`src/rtl/ifetch_pkg.sv`:
```
// Shared types and constants for the instruction-fetch queue.
// Optional feature macro: IFETCH_PERF_CNT_EN (performance counters in ifetch_queue).
package ifetch_pkg;

    // Default machine width and reset vector
    localparam int unsigned           XLEN_DEFAULT     = 32;
    localparam logic [XLEN_DEFAULT-1:0] RESET_PC_DEFAULT = '0;

    // Instructions are word aligned: the low INST_ALIGN_BITS of a PC are always zero
    localparam int unsigned             INST_ALIGN_BITS = 2;
    localparam logic [XLEN_DEFAULT-1:0] INST_ALIGN_MASK = 32'hFFFF_FFFC;

    // Canonical NOP (addi x0, x0, 0) for decode-side bubble insertion
    localparam logic [31:0] NOP_INST = 32'h0000_0013;

    // One buffered fetch result
    typedef struct packed {
        logic [XLEN_DEFAULT-1:0] pc;
        logic [XLEN_DEFAULT-1:0] inst;
    } fetch_entry_t;

endpackage

```
`src/rtl/ifetch_fifo.sv`:
```
// Synchronous prefetch FIFO: DEPTH entries (power of two) of WIDTH bits.
// clear (flush) has priority over push; head_data is the oldest entry.
module ifetch_fifo
    import ifetch_pkg::*;
#(
    parameter  int WIDTH   = 2 * XLEN_DEFAULT,
    parameter  int DEPTH   = 2,
    localparam int PTR_W   = (DEPTH > 1) ? $clog2(DEPTH) : 1,
    localparam int COUNT_W = $clog2(DEPTH) + 1
) (
    input  logic               clk,
    input  logic               rst,
    input  logic               clear,
    input  logic               push,
    input  logic [WIDTH-1:0]   push_data,
    input  logic               pop,
    output logic [WIDTH-1:0]   head_data,
    output logic [COUNT_W-1:0] count,
    output logic               full,
    output logic               empty
);

    logic [WIDTH-1:0]   mem_q [DEPTH];
    logic [PTR_W-1:0]   rd_ptr_q;
    logic [PTR_W-1:0]   wr_ptr_q;
    logic [COUNT_W-1:0] count_q;
    logic               do_push;
    logic               do_pop;

    assign full      = (count_q == COUNT_W'(DEPTH));
    assign empty     = (count_q == '0);
    assign count     = count_q;
    assign head_data = mem_q[rd_ptr_q];

    // A push into a full FIFO or a pop from an empty one is ignored
    assign do_push = push & ~full;
    assign do_pop  = pop & ~empty;

    // Pointers and occupancy; pointers wrap naturally because DEPTH is a power of two
    always_ff @(posedge clk) begin
        if (rst || clear) begin
            rd_ptr_q <= '0;
            wr_ptr_q <= '0;
            count_q  <= '0;
        end else begin
            if (do_push) begin
                wr_ptr_q <= wr_ptr_q + PTR_W'(1);
            end
            if (do_pop) begin
                rd_ptr_q <= rd_ptr_q + PTR_W'(1);
            end
            count_q <= count_q + COUNT_W'(do_push) - COUNT_W'(do_pop);
        end
    end

    // Entry storage is pure data and carries no reset
    always_ff @(posedge clk) begin
        if (do_push && !clear) begin
            mem_q[wr_ptr_q] <= push_data;
        end
    end

endmodule

```
`src/rtl/ifetch_queue.sv`:
```
// Instruction-fetch stage: PC sequencing, 1-cycle imem request/response,
// DEPTH-entry prefetch FIFO with valid/ready handoff, and redirect/flush.
// Optional macro IFETCH_PERF_CNT_EN adds perf_fetched/perf_redirects/perf_stalls.
module ifetch_queue
    import ifetch_pkg::*;
#(
    parameter int              XLEN     = XLEN_DEFAULT,
    parameter int              DEPTH    = 2,
    parameter logic [XLEN-1:0] RESET_PC = XLEN'(RESET_PC_DEFAULT),
    parameter int              CNT_W    = 32
) (
    input  logic             clk,
    input  logic             rst,
    output logic             imem_req,
    output logic [XLEN-1:0]  imem_addr,
    input  logic [XLEN-1:0]  imem_rdata,
    input  logic             redirect_valid,
    input  logic [XLEN-1:0]  redirect_pc,
    output logic             out_valid,
    input  logic             out_ready,
    output logic [XLEN-1:0]  out_inst,
    output logic [XLEN-1:0]  out_pc,
    output logic             flush
`ifdef IFETCH_PERF_CNT_EN
    ,
    output logic [CNT_W-1:0] perf_fetched,
    output logic [CNT_W-1:0] perf_redirects,
    output logic [CNT_W-1:0] perf_stalls
`endif
);

    localparam int FIFO_CNT_W = $clog2(DEPTH) + 1;
    localparam int OCC_W      = FIFO_CNT_W + 1;

    logic [XLEN-1:0]       pc_q;
    logic                  inflight_q;
    logic [XLEN-1:0]       inflight_pc_q;
    logic [XLEN-1:0]       redirect_target;
    logic [FIFO_CNT_W-1:0] fifo_count;
    logic                  fifo_full;
    logic                  fifo_empty;
    logic [2*XLEN-1:0]     head_data;
    logic [OCC_W-1:0]      occupancy;
    logic                  pop;
    logic                  push;
    logic                  issue;
    logic                  unused_fifo_full;

    // Low address bits of a redirect target are forced to zero
    assign redirect_target = redirect_pc & ~((XLEN'(1) << INST_ALIGN_BITS) - XLEN'(1));

    assign pop  = out_valid & out_ready;
    assign push = inflight_q;

    // Entries that will be held after this edge if no new request goes out:
    // a slot is reserved for every request in flight, and a pop frees one now
    assign occupancy = {1'b0, fifo_count} + OCC_W'(inflight_q) - OCC_W'(pop);
    assign issue     = ~rst & ~redirect_valid & (occupancy < OCC_W'(DEPTH));

    assign imem_req  = issue;
    assign imem_addr = pc_q;
    assign flush     = redirect_valid;

    // Head is gated so outputs read zero whenever nothing valid is presented
    assign out_valid = ~fifo_empty;
    assign out_pc    = out_valid ? head_data[2*XLEN-1:XLEN] : '0;
    assign out_inst  = out_valid ? head_data[XLEN-1:0]      : '0;

    // Full flag is redundant here: the credit check already prevents overrun
    assign unused_fifo_full = fifo_full;

    // PC sequencing and in-flight flag: reset, then redirect, then normal issue
    always_ff @(posedge clk) begin
        if (rst) begin
            pc_q       <= RESET_PC;
            inflight_q <= 1'b0;
        end else if (redirect_valid) begin
            pc_q       <= redirect_target;
            inflight_q <= 1'b0;
        end else begin
            inflight_q <= issue;
            if (issue) begin
                pc_q <= pc_q + XLEN'(4);
            end
        end
    end

    // PC tag travelling with the outstanding request (data only, no reset)
    always_ff @(posedge clk) begin
        if (issue) begin
            inflight_pc_q <= pc_q;
        end
    end

    ifetch_fifo #(
        .WIDTH (2 * XLEN),
        .DEPTH (DEPTH)
    ) u_fifo (
        .clk       (clk),
        .rst       (rst),
        .clear     (redirect_valid),
        .push      (push),
        .push_data ({inflight_pc_q, imem_rdata}),
        .pop       (pop),
        .head_data (head_data),
        .count     (fifo_count),
        .full      (fifo_full),
        .empty     (fifo_empty)
    );

`ifdef IFETCH_PERF_CNT_EN
    // Event counters, wrapping at 2^CNT_W
    always_ff @(posedge clk) begin
        if (rst) begin
            perf_fetched   <= '0;
            perf_redirects <= '0;
            perf_stalls    <= '0;
        end else begin
            if (push) begin
                perf_fetched <= perf_fetched + CNT_W'(1);
            end
            if (redirect_valid) begin
                perf_redirects <= perf_redirects + CNT_W'(1);
            end
            if (out_valid && !out_ready) begin
                perf_stalls <= perf_stalls + CNT_W'(1);
            end
        end
    end
`else
    logic [CNT_W-1:0] unused_perf_width;
    assign unused_perf_width = '0;
`endif

endmodule

```
`config.mk`:
```
export PLATFORM = sky130hd
export DESIGN_NAME = ifetch_queue
export DESIGN_NICKNAME = d
export VERILOG_FILES = /design/src/rtl/ifetch_pkg.sv /design/src/rtl/ifetch_fifo.sv /design/src/rtl/ifetch_queue.sv
export SDC_FILE = /design/constraint.sdc
export NUM_CORES = 1
export LEC_CHECK = 0
export CAP_MARGIN = 30
export CORE_MARGIN = 2
export CORE_UTILIZATION = 40
export DETAILED_ROUTE_END_ITERATION = 8
export PLACE_DENSITY = 0.69
export RECOVER_POWER = 100
export SLEW_MARGIN = 40
export SYNTH_ARGS = -nofsm -noshare
export SYNTH_HDL_FRONTEND = slang
export SYNTH_SLANG_ARGS = --single-unit
```
`constraint.sdc`:
```
create_clock -name clk -period 7.5 [get_ports clk]
set_input_delay 1.5 -clock clk [delete_from_list [all_inputs] [get_ports clk]]
set_output_delay 1.5 -clock clk [all_outputs]
set_load 0.02 [all_outputs]
```
==> results of run 1 <==
-- layout by cell type (no fill, tap or decap), types with 6 or more instances in the layout --
cell type / count
xnor2_1: 15
o22ai_1: 11
edfxtp_1: 154
nand4_1: 8
a21oi_1: 16
dlygate4sd3_1: 125
nand3_1: 12
nor4_1: 7
and2_1: 14
o21ai_0: 13
mux2i_1: 62
nor3_1: 12
nand2_1: 18
clkdlybuf4s50_1: 35
nor2_1: 74
clkbuf_1: 6
clkbuf_16: 17
dfxtp_1: 36
a31oi_1: 13
inv_1: 18
-- power by group --
| part | total [mW] | switching (mW) | leakage (nW) | internal, mW |
|---|---|---|---|---|
| clock network | 0.881 | 0.409 | 0.274 | 0.472 |
| logic | 0.251 | 0.144 | 1.47 | 0.108 |
| registers | 1.23 | 0.0359 | 1.71 | 1.20 |
| total | 2.36 | 0.588 | 3.46 | 1.77 |
-- final cells by class --
cell class,instances,share of cell area
clock buffer,18,0.0426
timing repair buffer,169,0.165
clock inverter,14,0.0152
inverter,18,0.00671
sequential,190,0.531
multi-input combinational,321,0.210
tap,234,0.0291
-- per-layer routing --
metal | track usage | up-vias | share of wire
li1 | - | 2383 | -
met1 | 0.218 | 2381 | 0.44
met2 | 0.284 | 196 | 0.49
met3 | 0.0397 | 22 | 0.055
met4 | 0.0573 | 0 | 0.013
met5 | 0 | - | 0
-- metrics by stage --
step | util | cell area [um^2] | total power [mW]
floorplan | - | 7670 | 1.38
CTS | 0.539 | 10100 | 2.40
global route | 0.536 | 10100 | 2.45
detailed placement | 0.508 | 9530 | 1.52
finish | 0.536 | 10100 | 2.36
global placement | 0.505 | 9490 | 1.51
-- kinds of logic after synthesis --
group           synth area share
fa+ha+maj                0.00914
buf+inv                   0.0289
other cells             0.000489
xor+xnor                  0.0194
flops                      0.697
compound gates            0.0563
simple gates               0.106
mux                       0.0824
-- worst max-delay path, delay by kind of cell --
family                     cells  cell delay, ns
AOI/OAI and AO/OA              1            0.15
xor gates and xnor gates       1            0.15
adders and majority gates      2            0.64
buffers and inverters          4            2.46
and+or+nand+nor                5            1.35
-- state kept, by name, indices dropped and copies added (netlist names), named ones only --
signal           flops
inflight_q           1
u_fifo.rd_ptr_q      1
u_fifo.mem_q       124
inflight_pc_q       30
u_fifo.count         2
imem_addr           30
u_fifo.wr_ptr_q      1
-- how the worst max path moves through the flow --
stage | end | slack, ns | start
global route | imem_addr[12] | 1.15 | out_ready
finish | imem_addr[12] | 1.58 | out_ready
floorplan | u_fifo.mem_q[0][0] | 0.61 | redirect_valid
detailed placement | imem_req | 1.97 | out_ready
global placement | imem_req | 1.95 | out_ready
CTS | imem_req | 1.96 | out_ready
-- cell usage after synthesis, drive strengths merged (3+ instances only) --
| master | count | area share |
|---|---|---|
| nor4 | 11 | 0.012 |
| and2 | 14 | 0.011 |
| buf | 7 | 0.0059 |
| mux2i | 62 | 0.081 |
| o21ai | 13 | 0.0085 |
| a21oi | 16 | 0.010 |
| dfxtp | 36 | 0.094 |
| inv | 18 | 0.0088 |
| a32oi | 3 | 0.0034 |
| xnor2 | 15 | 0.017 |
| nor2 | 75 | 0.037 |
| clkbuf | 29 | 0.014 |
| nor3 | 12 | 0.0078 |
| nand2 | 18 | 0.0088 |
| nand4 | 9 | 0.0082 |
| o22ai | 11 | 0.0090 |
| nand3 | 12 | 0.0078 |
| ha | 4 | 0.0065 |
| a31oi | 13 | 0.011 |
| edfxtp | 154 | 0.60 |
==> summary.txt, run 1 <==
Clocking
  • H-tree depth: 4
  • Post-CTS Setup Inserts: 0
  • CTS max path bufs: 2
  • CTS Buf Count: 17
  • Clock Latency Late Sink: ~0.43 ns
  • Root Buffer: clkbuf_16
  • # resized after CTS: 0
  • CTS Sinks: 190
  • CTS clk-pin slew, worst paths: roughly 0.070 ns
  • # hold bufs at CTS: 0
  • CTS tree: yes

Power and ir drop
  • Leakage power: 3.46 nW
  • Maximum VDD drop: 164 uV
  • P per Cell Area: roughly 230 nW/um^2

Detailed routing
  • DRT iter0 DRCs: about 310
  • DR vias/cell: between 5 and 6
  • DR vias: between 4000 and 5000
  • Routed wire per std cell: 17.4 um
  • 1st-pass router iterations: 5
  • Post-DRT Antenna Nets: 0
  • Post-Route WL: between 15000 and 20000 um
  • Remaining DRCs: 0

Yosys
  • Syn_area_per_cell: 13.6 um^2
  • Post-Syn Area: roughly 7700 um^2
  • Yosys cell types: 47
  • Seq/Total Area, Yosys: 0.697
  • Syn. warnings: 0
  • Syn Inst Count: roughly 560
  • Flops & latches, synth: 190
  • EDFF count, synth: ~150
  • Share of flip-flops with an asynchronous set or reset: 0
  • Synth Flop Type: edfxtp_1

Hold path
  • Min-delay src: inflight_pc_q[21]
  • Hold path depth: 0
  • Worst hold path type: reg -> reg
  • WHS Endpoint: u_fifo.mem_q[1][53]

Layout
  • Fill count: 1547
  • Reg area: about 5300 um^2
  • Area used by multi-input combinational logic: about 2100 um^2
  • Synth-to-layout area growth: 31.3%
  • Diode count: 0
  • Non-Filler Instances: around 960
  • Share of cells above drive strength 1: 0.0603
  • Final net count: 790

Die
  • Die area: roughly 20000 um^2
  • Starting Density: 0.408
  • Die width: ~140 um
  • IO Count: approximately 170
  • Row count: 50
  • Chip height: roughly 140 um
  • Core box area: 18800 um^2

Timing
  • Min Tclk post-route: 5.92 ns
  • # setup viols final: 0
  • Post-route setup slack: 1.58 ns
  • Final period util: 0.789
  • Max_slew headroom: -1.46
  • Max Slew Vio Count: between 200 and 250
  • Final Hold Slack: ~0.45 ns
  • RSZ-0062 raised after global routing: no
  • Final Hold Viols: 0
  • Fmax: between 0.15 and 0.2 GHz
  • Setup TNS Final: 0 ns
  • Layout Skew: 0.0227 ns
  • Worst-Margin Slew: between 3 and 4 ns

Setup path
  • WS Path Type: in -> reg
  • R2R cell count: 14
  • Worst R2R End: imem_addr[12]
  • R2R setup slack: approximately 2.2 ns
  • Max incr delay on CP: around 1.7 ns
  • CP Max Fanout: 45
  • WP data required: roughly 8 ns
  • CP max-delay cell: clkbuf_1
  • Element type at the critical path end: flop
  • R2R Path Start: u_fifo.count[1]
  • Worst setup SP type: primary input
  • CP arrival: between 6 and 7 ns
  • Crit-path cells: dlygate4sd3_1 -> nor2b_1 -> ha_1 -> inv_1 -> nand2_1 -> fa_1 -> xnor2_1 -> nand3_1 -> inv_1 -> clkbuf_1 -> nand3_1 -> or3_1 -> a31oi_1

GRT
  • Largest net degree at the start of global routing: 65
  • First-pass GRT wire length: between 20000 and 30000 um
  • Total track usage: 0.169
  • Remaining Overflow, GRT: 0
  • Vias in the first global route: approximately 5000
  • Initial antenna violation count: 0

Placement
  • Placed Cells: slightly above 900
  • Detailed placement HPWL: about 11000 um
  • RePlAce Congestion: between 0.7 and 0.8
  • IO buf count: between 150 and 200
  • Post-Place Setup Slack: 1.97 ns

Outcome
  • Outcome: finished with violations
  • Failing checks: capacitance limit, slew limit

Run
  • Maxcap violations: 5
No activity file was read; power rests on OpenSTA's default activity.
==> run 2, diff against run 1 <==
==> constraint.sdc (replaced) <==
create_clock -name clk -period 5.5 [get_ports clk]
set_input_delay 1.1 -clock clk [delete_from_list [all_inputs] [get_ports clk]]
set_output_delay 1.1 -clock clk [all_outputs]
set_load 0.02 [all_outputs]
==> run 2 against run 1 <==
Compared with the run above: the run still ends with capacitance limit, slew limit left; critical path depth fell by 3; sequential share of layout area barely moved; non-clock buffer count rose by 1; via count rose by 0.48%; hold slack improved by 0.0016 ns; clock power rose by 31%; power rose by 34%; global-route usage fell by 0.45 points; first-iteration DRC count rose by 4.8%; setup slack got worse by 1.1 ns; combinational power rose by 36%; clock skew fell by 0.0089 ns; critical endpoint is now imem_req.
==> summary.txt, run 2 (same netlist as run 1, synthesis figures left out) <==
Layout
  • Diode count: 0
  • Final instance area: approximately 10000 um^2
  • Largest Register: u_fifo.mem_q
  • Share of cells above drive strength 1: 0.0670
  • Fill count: between 1500 and 2000
  • Final net count: approximately 790
  • Area used by multi-input combinational logic: 2120 um^2
  • Max FFs per register: roughly 120
  • Reg area: 5350 um^2
  • Synth-to-layout area growth: 31.4%
  • Most frequent cells in the layout: edfxtp_1 (154), dlygate4sd3_1 (128), nor2_1 (74)
  • Commonest non-fill, non-tap cell in the layout: edfxtp_1

Detailed routing
  • 1st-pass router iterations: 5
  • Post-DRT Antenna Nets: 0
  • Post-Route WL: around 16000 um
  • Remaining DRCs: 0
  • Routed wire per std cell: around 17 um
  • DRT iter0 DRCs: 329
  • DR vias: around 5000
  • DR vias/cell: 5.19

Setup path
  • Worst setup SP type: primary input
  • Top cell family by delay on the critical path: buffers and inverters
  • Crit-path cells: dlygate4sd3_1 -> nor2b_1 -> ha_1 -> inv_1 -> nand2_1 -> fa_1 -> xnor2_1 -> nand3_1 -> inv_1 -> dlygate4sd3_1
  • Element type at the critical path end: primary output
  • CP arrival: 3.88 ns
  • CP Max Fanout: 2
  • Critical path buffers and inverters: 4
  • WS Path Type: in -> out
  • Crit path from: out_ready
  • R2R Path Start: u_fifo.count[1]
  • WP data required: between 4 and 5 ns
  • R2R setup slack: 1.73 ns
  • CP max-delay cell: dlygate4sd3_1
  • Max incr delay on CP: just under 0.7 ns

Power and ir drop
  • Gate power share: 0.108
  • Sw Share: 0.245
  • NetSw: 0.774 mW
  • Clock share of power: 0.363
  • P per Cell Area: ~310 nW/um^2
  • Leakage power: 3.48 nW
  • Int Power: between 2 and 2.5 mW
  • Maximum VDD drop: 194 uV
  • Reg power frac: 0.529

Timing
  • # setup viols final: 0
  • RSZ-0062 raised after global routing: no
  • Max_slew headroom: -0.146
  • Final Hold Viols: 0
  • Setup TNS Final: 0 ns
  • Worst-Margin Slew: approximately 1.7 ns
  • Max Slew Vio Count: about 140
  • Final period util: 0.906
  • Layout Skew: approximately 0.014 ns
  • Min Tclk post-route: 4.98 ns
  • Fmax: about 0.2 GHz
  • Post-route setup slack: 0.519 ns

Clocking
  • CTS Buf Count: 17
  • CTS Sinks: 190
  • CTS max path bufs: 2
  • Clock Latency Late Sink: between 0.4 and 0.5 ns
  • Root Buffer: clkbuf_16
  • # hold bufs at CTS: 0
  • # resized after CTS: 0
  • Post-CTS Setup Inserts: 0
  • CTS clk-pin slew, worst paths: ~0.07 ns
  • CTS tree: yes
  • H-tree depth: 4

GRT
  • First-pass GRT wire length: 25700 um
  • Total track usage: 0.165
  • Initial antenna violation count: 0
  • Largest net degree at the start of global routing: 64
  • Vias in the first global route: between 5000 and 6000
  • Remaining Overflow, GRT: 0

Die
  • IO Count: between 150 and 200
  • Chip height: ~140 um
  • Starting Density: 0.408
  • Core box area: 18800 um^2
  • Die width: approximately 140 um
  • Die area: 20300 um^2
  • Row count: 50

Placement
  • Placed Area: ~9500 um^2
  • Post-Place Setup Slack: 0.660 ns
  • Detailed placement HPWL: around 11000 um
  • IO buf count: 160
  • RePlAce Congestion: 0.797

Hold path
  • Min-delay src: inflight_pc_q[18]
  • Worst hold path type: reg -> reg

Run
  • Maxcap violations: 3

Outcome
  • Outcome: finished with violations
  • Failing checks: capacitance limit, slew limit
-- run 2: final timing paths --
check / endpoint / depth (start not counted)
setup / recovery: imem_req / 10
setup reg to reg: imem_addr[12] / 13
hold / removal: u_fifo.mem_q[0][50] / 0
hold reg to reg: u_fifo.mem_q[0][50] / 0
-- run 2: through the flow --
stage,std cells,power (mW),hold slack [ns],utilization
6_report,965,3.16,0.448,0.536
2_1_floorplan,565,1.88,0.421,-
5_1_grt,965,3.30,0.459,0.536
4_1_cts,965,3.22,0.448,0.538
3_3_place_gp,931,2.06,0.424,0.506
3_5_place_dp,933,2.08,0.432,0.508
-- run 2: power by group through the flow --
stage          clock, mW  sequential (mW)  combinational, mW
3_5_place_dp           0             1.71              0.369
5_1_grt             1.25             1.68              0.371
3_3_place_gp           0             1.71              0.356
4_1_cts             1.18             1.67              0.371
6_report            1.15             1.67              0.342
2_1_floorplan          0             1.71              0.171
-- run 2: layer usage --
metal	part of all wire	global-route usage	up-vias
met4	0.0081	0.0500	0
met2	0.50	0.279	187
met5	0	0	-
met1	0.43	0.207	2410
li1	-	-	2399
met3	0.064	0.0458	10
-- run 2: layout make-up --
| class | count | share of cell area |
|---|---|---|
| clock inverter | 12 | 0.0102 |
| timing repair buffer | 170 | 0.167 |
| inverter | 18 | 0.00671 |
| sequential | 190 | 0.531 |
| multi-input combinational | 321 | 0.210 |
| clock buffer | 20 | 0.0454 |
| tap | 234 | 0.0291 |
==> variant: new RTL, flow settings as in run 2 <==
Build with the macro `IFETCH_PERF_CNT_EN` defined.
--- a/src/rtl/ifetch_queue.sv
+++ b/src/rtl/ifetch_queue.sv
@@ -2,4 +2,6 @@
 // DEPTH-entry prefetch FIFO with valid/ready handoff, and redirect/flush.
 // Optional macro IFETCH_PERF_CNT_EN adds perf_fetched/perf_redirects/perf_stalls.
+`define IFETCH_PERF_CNT_EN
+
 module ifetch_queue
     import ifetch_pkg::*;
Formal check against the unedited RTL (old outputs only; new: perf_fetched, perf_redirects and perf_stalls): equivalent (Yosys induction, for registers that start in step).
==> variant against run 2 <==
The run still ends with capacitance limit, slew limit left. Synthesized area is 57% higher. Clock power increased by 71%. Final area up 57%. Worst setup slack lost 0.012 ns. Clock skew increased by 0.0065 ns. Sequential cell count up 96. Routed wire length is 80% higher. Sequential power rose by 43%. Worst hold slack got worse by 0.0087 ns. Via count grew 77%. Power is 49% higher. Critical path type unchanged. Critical endpoint unchanged. Highest routed layer is now met5.
==> variant: results (changes against run 2) <==
| Metric | Value |
|---|---|
| DR vias/cell | `5.17 (-0.31%)` |
| Synth Instances | `1058 (+88%)` |
| Largest net degree at the start of global routing | `65 (+1.6%)` |
| Leak | `5.76 nW (+65%)` |
| Gpl congestion | `0.850 (+6.6%)` |
| Clock buffers and inverters, area share | `6.08% (+0.53 points)` |
| Synth top area cells | `edfxtp_1 (39%), dfxtp_1 (22%), mux2i_1 (5.3%)` |
| Final Max Slew Viols | `312 (+130%)` |
| Bufs w/o clock | `267 (+57%)` |
| Vias in the first global route | `8552 (+70%)` |
| Slowest CP cell | `clkdlybuf4s50_1` |
| Layout cells sized above 1 | `5.88% (-0.83 points)` |
| Grt met2 use | `29.3% (+1.5 points)` |
| Seq area share | `45.9% (-7.2 points)` |
| DP Wirelength | `19600 um (+81%)` |
| Cell Area, Synth | `12000 um2 (+57%)` |
| Max clock buf depth | `3 (+1)` |
| Status | `complete, but fails checks` |
| DRT iter0 DRCs | `431 (+31%)` |
| Layout Skew | `0.0203 ns (+0.00646 ns)` |
| VDD IR max | `221 uV (+14%)` |
| Synth cell count leaders | `nor2_1 (165), edfxtp_1 (154), dfxtp_1 (132)` |
| Yosys cell types | `56 (+19%)` |
| Worst Path Max Fanout | `5 (+3)` |
| R2R depth | `3 (-10)` |
| Clock Buffer Count | `37 (+85%)` |
| Inverters | `19 (+1)` |
| Port buffer count | `256 (+60%)` |
| Reg2reg start | `inflight_q` |
| Global routing usage on met1 | `23.6% (+2.9 points)` |
| NonClk Buf Share | `16.6% (-0.14 points)` |
| Layout Nets | `1379 (+74%)` |
| Failing checks | `capacitance limit, slew limit` |
| Max-cap violations | `7 (+4)` |
| Via count | `8885 (+77%)` |
| Rel. slew slack | `-149% (-130 points)` |
| Antenna Cells | `1 (+1)` |
| Skew-Pair Late Insertion Delay | `0.55 ns (+0.12 ns)` |
| Pre-CTS setup slack | `0.651 ns (-0.00913 ns)` |
| Sequential fraction of the synthesis area | `60.5% (-9.2 points)` |
| Seq cells | `286 (+51%)` |
| Met3 WL | `2340 um (+130%)` |
| Initial antenna violation count | `3 (+3)` |
-- variant: cell families after synthesis --
group | share of synthesized area [%]
AOI/OAI and AO/OA | 3.89
DFF | 60.5
buffers and inverters | 2.72
adders and majority gates | 0.896
muxes | 6.09
xor gates and xnor gates | 7.07
and+or+nand+nor | 18.8
other | 0.0312
-- variant: final timing paths --
kind / endpoint / slack, ns
setup / recovery: imem_req / 0.51
hold / removal: u_fifo.mem_q[0][35] / 0.44
setup reg to reg: u_fifo.mem_q[0][24] / 1.34
hold reg to reg: u_fifo.mem_q[0][35] / 0.44
-- variant: where the power goes --
group	switching [W]	internal, W	leakage, nW
Combinational	0.000226	0.000154	2.82
Sequential	0.0000522	0.00233	2.49
Clock	0.000823	0.00114	0.453
Total	0.00110	0.00363	5.76
-- variant: worst max-delay path: cells and delay by family --
family | cells | cell delay, ns
and+or+nand+nor | 3 | 0.42
adders and majority gates | 2 | 0.65
xor gates and xnor gates | 1 | 0.36
buffers and inverters | 4 | 1.36
